--- config.mk ---
export PLATFORM = sky130hd
export DESIGN_NAME = div_iter
export DESIGN_NICKNAME = d
export VERILOG_FILES = /design/src/rtl/div_pkg.sv /design/src/rtl/div_step.sv /design/src/rtl/div_iter.sv
export SDC_FILE = /design/constraint.sdc
export NUM_CORES = 1
export LEC_CHECK = 0
export BUFFER_PORTS_ARGS = -buffer_cell sky130_fd_sc_hd__buf_2
export CAP_MARGIN = 20
export CORE_MARGIN = 1
export CORE_UTILIZATION = 30
export CTS_CLUSTER_SIZE = 24
export DETAILED_ROUTE_END_ITERATION = 6
export GPL_TIMING_DRIVEN = 0
export PLACE_DENSITY = 0.51
export SYNTH_ARGS = -nofsm -noshare
export SYNTH_HDL_FRONTEND = slang
export SYNTH_SLANG_ARGS = --single-unit
--- constraint.sdc ---
create_clock -name clk -period 8.5 [get_ports clk]
set_clock_uncertainty 0.15 [all_clocks]
set_input_delay 0.85 -clock clk [delete_from_list [all_inputs] [get_ports clk]]
set_output_delay 0.85 -clock clk [all_outputs]
set_load 0.005 [all_outputs]
--- src/rtl/div_pkg.sv ---
// Shared types and defaults for the iterative divider.
// Latency: n/a (declarations only).
// Backpressure: n/a.
package div_pkg;

    localparam int DIV_DATA_W = 32;
    localparam int DIV_CNT_W  = 6;
    localparam int DIV_ITERS  = DIV_DATA_W;

    typedef enum logic [1:0] {
        S_IDLE = 2'd0,
        S_BUSY = 2'd1,
        S_DONE = 2'd2
    } div_state_e;

endpackage

--- src/rtl/div_step.sv ---
// One restoring-division iteration: shift {R,Q}, trial-subtract |y|, set quotient bit.
// Latency: combinational.
// Backpressure: none.
module div_step #(
    parameter int DATA_W = 32
) (
    input  logic [DATA_W:0]   rem,
    input  logic [DATA_W-1:0] quo,
    input  logic [DATA_W-1:0] dvsr,
    output logic [DATA_W:0]   rem_nxt,
    output logic [DATA_W-1:0] quo_nxt
);

    logic [DATA_W:0]   sh;
    logic [DATA_W+1:0] diff;
    logic              ge;

    assign sh   = {rem[DATA_W-1:0], quo[DATA_W-1]};
    assign diff = {1'b0, sh} - {2'b00, dvsr};
    // A set top bit of R means the shifted value already exceeds any divisor.
    assign ge   = rem[DATA_W] | ~diff[DATA_W+1];

    assign rem_nxt = ge ? diff[DATA_W:0] : sh;
    assign quo_nxt = {quo[DATA_W-2:0], ge};

endmodule

--- src/rtl/div_iter.sv ---
// Iterative radix-2 restoring divider (signed/unsigned) serving the EXE stage.
// Latency: result valid 33 cycles after the request is accepted; held until out_ack.
// Backpressure: holds complete/s/r in DONE until out_ack; a low div or cancel aborts.
module div_iter
    import div_pkg::*;
#(
    parameter int DATA_W = DIV_DATA_W,
    parameter int CNT_W  = DIV_CNT_W
) (
    input  logic              clk,
    input  logic              resetn,
    input  logic              cancel_exc_ertn,
    input  logic              div,
    input  logic              div_signed,
    input  logic [DATA_W-1:0] x,
    input  logic [DATA_W-1:0] y,
    input  logic              out_ack,
    output logic [DATA_W-1:0] s,
    output logic [DATA_W-1:0] r,
    output logic              complete,
    output logic              busy
);

    div_state_e        state;
    logic [CNT_W-1:0]  cnt;
    logic [DATA_W:0]   rem;
    logic [DATA_W-1:0] quo;
    logic [DATA_W-1:0] yabs;
    logic              sq;
    logic              sr;

    logic [DATA_W:0]   rem_nxt;
    logic [DATA_W-1:0] quo_nxt;
    logic [DATA_W-1:0] xabs_in;
    logic [DATA_W-1:0] yabs_in;
    logic              xneg;
    logic              yneg;

    assign xneg    = div_signed & x[DATA_W-1];
    assign yneg    = div_signed & y[DATA_W-1];
    assign xabs_in = xneg ? -x : x;
    assign yabs_in = yneg ? -y : y;

    div_step #(.DATA_W(DATA_W)) u_step (
        .rem     (rem),
        .quo     (quo),
        .dvsr    (yabs),
        .rem_nxt (rem_nxt),
        .quo_nxt (quo_nxt)
    );

    always_ff @(posedge clk) begin
        if (!resetn) begin
            state <= S_IDLE;
            cnt   <= '0;
            rem   <= '0;
            quo   <= '0;
            yabs  <= '0;
            sq    <= 1'b0;
            sr    <= 1'b0;
            s     <= '0;
            r     <= '0;
        end else if (cancel_exc_ertn || !div) begin
            // s/r intentionally survive an abort; they only matter while complete is high.
            state <= S_IDLE;
            cnt   <= '0;
        end else begin
            case (state)
                S_IDLE: begin
                    rem   <= '0;
                    quo   <= xabs_in;
                    yabs  <= yabs_in;
                    sq    <= xneg ^ yneg;
                    sr    <= xneg;
                    cnt   <= '0;
                    state <= S_BUSY;
                end
                S_BUSY: begin
                    rem <= rem_nxt;
                    quo <= quo_nxt;
                    cnt <= cnt + CNT_W'(1);
                    if (cnt == CNT_W'(DATA_W - 1)) begin
                        state <= S_DONE;
                        s     <= sq ? -quo_nxt : quo_nxt;
                        r     <= sr ? -rem_nxt[DATA_W-1:0] : rem_nxt[DATA_W-1:0];
                    end
                end
                S_DONE: begin
                    if (out_ack) begin
                        state <= S_IDLE;
                    end
                end
                default: state <= S_IDLE;
            endcase
        end
    end

    assign complete = (state == S_DONE);
    assign busy     = (state == S_BUSY);

endmodule

# After elaboration in Yosys (flattened, before gate mapping)
# Cells that the tools add are included.
dict set report classes {
  n_lt_le_gt_ge 0
  n_div 0
  addsub 6
  eq_ne 5
  bitwise 7
  reduce_logical 9
  n_mux 11
  shift 0
  n_mul 0
}
# op count
set op_table {}
lappend op_table {{2-to-1 mux 32 bit} 4}
lappend op_table {{negator 32 bit} 4}
lappend op_table {{one-hot mux 33 bit (2 select lines)} 1}
lappend op_table {{one-hot mux 32 bit (2 select lines)} 1}
lappend op_table {{subtractor 33 x 32 -> 34 bit} 1}
lappend op_table {{2-to-1 mux 33 bit} 1}
lappend op_table {{one-hot mux 6 bit (2 select lines)} 1}
lappend op_table {{adder 6 x 1 -> 6 bit, second input constant} 1}
lappend op_table {{== test 6 x 5 -> 1 bit, second input constant} 1}
lappend op_table {{one-hot mux 2 bit (3 select lines)} 1}
lappend op_table {{AND reduction 2 bit} 3}
lappend op_table {{2-to-1 mux 2 bit} 2}
lappend op_table {{NOT 1 bit} 3}
lappend op_table {{AND reduction 3 bit} 1}
lappend op_table {{AND 1 bit} 2}
lappend op_table {{== test 2 x 1 -> 1 bit, second input constant} 1}
lappend op_table {{== test 2 bit, second input constant} 1}
lappend op_table {{zero test 2 bit} 1}
lappend op_table {{!= test 2 x 1 -> 1 bit, second input constant} 1}
lappend op_table {{!= test 2 bit, second input constant} 1}
lappend op_table {{nonzero test 2 bit} 1}
lappend op_table {{OR reduction 2 bit} 1}
lappend op_table {{zero test 1 bit} 1}
lappend op_table {{logical OR 1 bit} 1}
lappend op_table {{other kinds (2)} 2}
dict set report word_totals {
  mem_count 0
  latch_bits 0
  reg_bits 171
  ramBits 0
  rom_bits 0
  inputBits 70
}

# Logic depth before layout (Yosys ltp)
dict set report logic_depth {
  depth_word 6
  depth_mapped 27
  depth_no_buf 22
}

# Hierarchy
# Synthesis repeated with hierarchy kept, for this count alone.
dict set report unflattened {
  cells_unflattened 1486
  hier_area_um2 11845.1
}
# module cells_each area_per_inst_um2 n_inst
set modules_own_cells {}
lappend modules_own_cells {div_iter 1151 9337.7 1}
lappend modules_own_cells {div_step 335 2507.4 1}

# Worst setup path before layout
# Ideal clock, no wire load.
dict set report synth_path {
  path_kind {register to register}
  startpoint {register rem[5]}
  endpoint {register r[30]}
  path_slack_ps 3564
  path_stages_with_launch 26
  arrival_time_ps 4663
  setup_ps 123
  period_less_slack_ps 4936
  t_required_ps 8227
  path_cell_list {dfxtp_1 > ha_1 > a21o_1 > a31o_4 > and2_4 > buf_6 > o2111ai_2 > nand3_2 > buf_2 > clkbuf_1 > buf_1 > nor2_1 > a21oi_1 > inv_1 > ha_1 > inv_1 > nor2_1 > o221ai_1 > a211oi_1 > a21boi_0 > nor4b_1 > o21ai_1 > nor3_1 > a41oi_1 > xnor2_1 > o21ai_0}
}
dict set report synth_via {
  elab_chain_len 6
}
# element line
set synth_rtl {}
lappend synth_rtl {{start, declared} div_iter.sv:26} ;# logic [DATA_W:0] rem;
lappend synth_rtl {{start signal, assigned} div_iter.sv:79} ;# rem <= rem_nxt;
lappend synth_rtl {{subtractor 33 x 32 -> 34 bit} div_step.sv:19} ;# assign diff = {1'b0, sh} - {2'b00, dvsr};
lappend synth_rtl {{NOT 1 bit} div_step.sv:21} ;# assign ge = rem[DATA_W] | ~diff[DATA_W+1];
lappend synth_rtl {{OR 1 bit} div_step.sv:21}
lappend synth_rtl {{2-to-1 mux 33 bit (*)} div_step.sv:23} ;# assign rem_nxt = ge ? diff[DATA_W:0] : sh;
lappend synth_rtl {{negator 32 bit} div_iter.sv:85} ;# r <= sr ? -rem_nxt[DATA_W-1:0] : rem_nxt[DATA_W-1:0];
lappend synth_rtl {{2-to-1 mux 32 bit (*)} div_iter.sv:85}
lappend synth_rtl {{end signal, assigned} div_iter.sv:85}
lappend synth_rtl {{end, declared} div_iter.sv:19} ;# output logic [DATA_W-1:0] r,
# Mark *: on every way between the ends. The rest lies on a longest branch, timed or not.
# A chain may end at the register's enable or synchronous reset.

# Worst setup path in the final report
dict set report layout_path {
  startpoint {register yabs[20]}
  endpoint {register r[30]}
}
dict set report layout_via {
  elab_chain_len 6
}
# element line
set layout_rtl {}
lappend layout_rtl {{start, declared} div_iter.sv:28} ;# logic [DATA_W-1:0] yabs;
lappend layout_rtl {{start signal, assigned} div_iter.sv:72} ;# yabs <= yabs_in;
lappend layout_rtl {{subtractor 33 x 32 -> 34 bit (*)} div_step.sv:19}
lappend layout_rtl {{NOT 1 bit} div_step.sv:21}
lappend layout_rtl {{OR 1 bit} div_step.sv:21}
lappend layout_rtl {{2-to-1 mux 33 bit (*)} div_step.sv:23}
lappend layout_rtl {{negator 32 bit} div_iter.sv:85}
lappend layout_rtl {{2-to-1 mux 32 bit (*)} div_iter.sv:85}
# Marked as above.

==> flow_metrics.tcl <==
set metrics [dict create \
    fin_nets 1837 \
    firstDrtPassIters 5 \
    powerDensity_nw_per_um2 152.8 \
    clock_path_buffers 2 \
    worstPathMaxFanout 10 \
    cts_tree "done" \
    dieHeight_um 199.6 \
    place_congestion 0.9126 \
    multi_input_area_um2 7556 \
    wl_um 44110 \
    crit_slowest_cell "clkbuf_1" \
    ir_drop_v 0.0001224 \
    cts_root_buffer "clkbuf_16" \
    crit_type "flip-flop to flip-flop" \
    grt_remaining_overflow 0 \
    relSlewSlack_pct 42.09 \
    yosys_most_used_dff "dfxtp_1" \
    synth-async-reset-ratio_pct 0 \
    start_util_pct 30.37 \
    hold_path.class "flip-flop to flip-flop" \
    final_util_pct 35.36 \
    syn_avg_cell_area_um2 7.440 \
    yosysTopAreaCell "dfxtp_1" \
    grtUsageTotal_pct 22.06 \
    setup_ws_ns 1.297 \
    dieArea_um2 39830 \
    synthesis.area_um2 11710 \
    vias 12230 \
    hold_viol 0 \
    synthDistinctLibCells 87 \
    htreeDepth 4 \
    hold_buffers 0 \
    wl_met1_um 21540 \
    clock-sinks 171 \
    cp-start-kind "flip-flop" \
    fmax_ghz 0.1388 \
    maxCapViolations 0 \
    insertion_delay_ns 0.45 \
    die_w_um 199.6 \
    cts-resized-gates 0 \
    total_power_mw 2.083 \
    vias_per_cell 5.415 \
    synth_top_area_share_pct 29.23 \
    period_needed_ns 7.203 \
    synth.area.top_cells "dfxtp_1 29%, xnor2_1 6.5%, nand2_1 6.3%" \
    synth_fp_nets 1682 \
    fin_crit_sh_pct 84.74 \
    rsz0062_at_grt "no" \
    route.detailed.drc 0 \
    ios 136 \
    area_growth_pct 16.41 \
    grt_pass1_vias 11300 \
    critPathMaxStageDelay_ns 0.57 \
    path_clk_slew_ns 0.07 \
    grt_max_degree 17 \
    setup_viol 0 \
    tns_ns 0 \
    regArea_um2 3423 \
    antenna_found_initial 2 \
    pre_cts_ws_ns 1.550 \
    dp_hpwl_um 35010 \
    wl_per_cell_um 19.53 \
    slew_violations 0 \
    yosys_warnings 0 \
    antenna_left 0 \
    port_buffers 135 \
    ys_ff_latch 171 \
    drive_gt1_share_pct 12.24 \
    routed-wl-met2_um 19180 \
    n_antenna_cell 0 \
    outcome "finished, final reports clean" \
    routed.top_layer "met5" \
    ys_seq_area_share_pct 29.23 \
    power_leakage_nw 5.224 \
    cts_setup_buffers 0 \
    arrival_ns 7.39 \
    initialDrtViolationCount 991 \
    crit_required_ns 8.68 \
    synth_edf_count 0 \
    cts_buffers 17 \
    core_region_area_um2 38560 \
    grt_pass1_wl_um 66840 \
    wl_met3_um 2781 \
    n_fill_cell 4238 \
    cp-end-kind "flip-flop" \
    timing.critical_path.mode_cell "inv_1" \
    worst_pin_slew_ns 0.8620 \
    rows 72 \
    syn_inst 1574 \
]
metrics by stage:
stage,hold WS [ns],instances,cell area (um^2)
floorplan,0.2819,1574,11710
detailed placement,0.2940,2228,13040
global route,0.3212,2258,13630
global placement,0.2890,2227,13030
CTS,0.3041,2258,13630
finish,0.3017,2258,13630
area by class of cell:
cell class | instances | share of cell area [%]
Timing Repair Buffer | 136 | 4.993
Sequential cell | 171 | 25.11
Clock buffer | 17 | 3.121
Clock inverter | 13 | 1.230
Multi-Input combinational cell | 1219 | 55.43
Tap cell | 518 | 4.754
Buffer | 98 | 2.992
Inverter | 86 | 2.368
path summary, 6_finish.rpt:
check | from | end | slack, ns | cells past startpoint
min | r[11] | r[11] | 0.30 | 2
min reg2reg | r[11] | r[11] | 0.30 | 2
max reg2reg | yabs[20] | r[30] | 1.30 | 25
max | yabs[20] | r[30] | 1.30 | 25
state kept, by name (all words and copies together) (netlist names):
signal and count:
rem 33, sr 1, r 32, cnt 6
quo 32, yabs 32, sq 1, s 32
state 2
worst max-delay path: cells and delay by family, from the launching register on:
family                   cells  cell delay [ns]
AO/OA/AOI/OAI               11             2.82
buffers and inverters        7             1.87
AND/OR/NAND/NOR              4             1.13
adder cells (fa/ha/maj)      2             0.46
XOR/XNOR                     1             0.27
flip-flops                   1             0.34
Yosys cell counts (all sizes together), types with 34 or more instances:
library cell,number
o31ai,35
nor2,181
a211oi,63
a21oi,139
ha,37
clkbuf,76
xor2,40
o221ai,34
xnor2,87
nand2,198
inv,86
o21ai,71
dfxtp,171
nor3,47
per-layer routing:
metal	vias to the layer above	GRT usage, %
met5	-	0
met1	5814	32.12
met2	385	33.92
li1	5987	-
met3	38	2.835
met4	2	5.485
logic make-up (layout without fill, tap and decap cells):
logic type               after synthesis  after routing  share of synthesized area, %
adder cells (fa/ha/maj)               38             38                         4.124
multiplexers                          14             14                         1.207
XOR/XNOR                             127            127                         9.499
AND/OR/NAND/NOR                      562            562                         21.84
flip-flops                           171            171                         29.23
buffers and inverters                184            350                         6.240
AO/OA/AOI/OAI                        478            478                         27.86
cells in the final DEF (no fill, tap or decap), drive strengths merged, types with 35 or more instances in the layout:
cell type	n
a21oi	139
nor2	181
nor3	47
xor2	40
nand2	198
o31ai	35
inv	91
buf	158
dfxtp	171
o21ai	71
xnor2	87
ha	37
a211oi	63
clkbuf	93
report_power, final:
part | switching [mW] | internal, mW | total (mW) | leakage (nW)
logic | 0.274 | 0.142 | 0.416 | 3.54
clock network | 0.362 | 0.464 | 0.826 | 0.297
registers | 0.0200 | 0.821 | 0.841 | 1.39
total | 0.656 | 1.43 | 2.08 | 5.22
No activity file was read; power rests on OpenSTA's default activity.
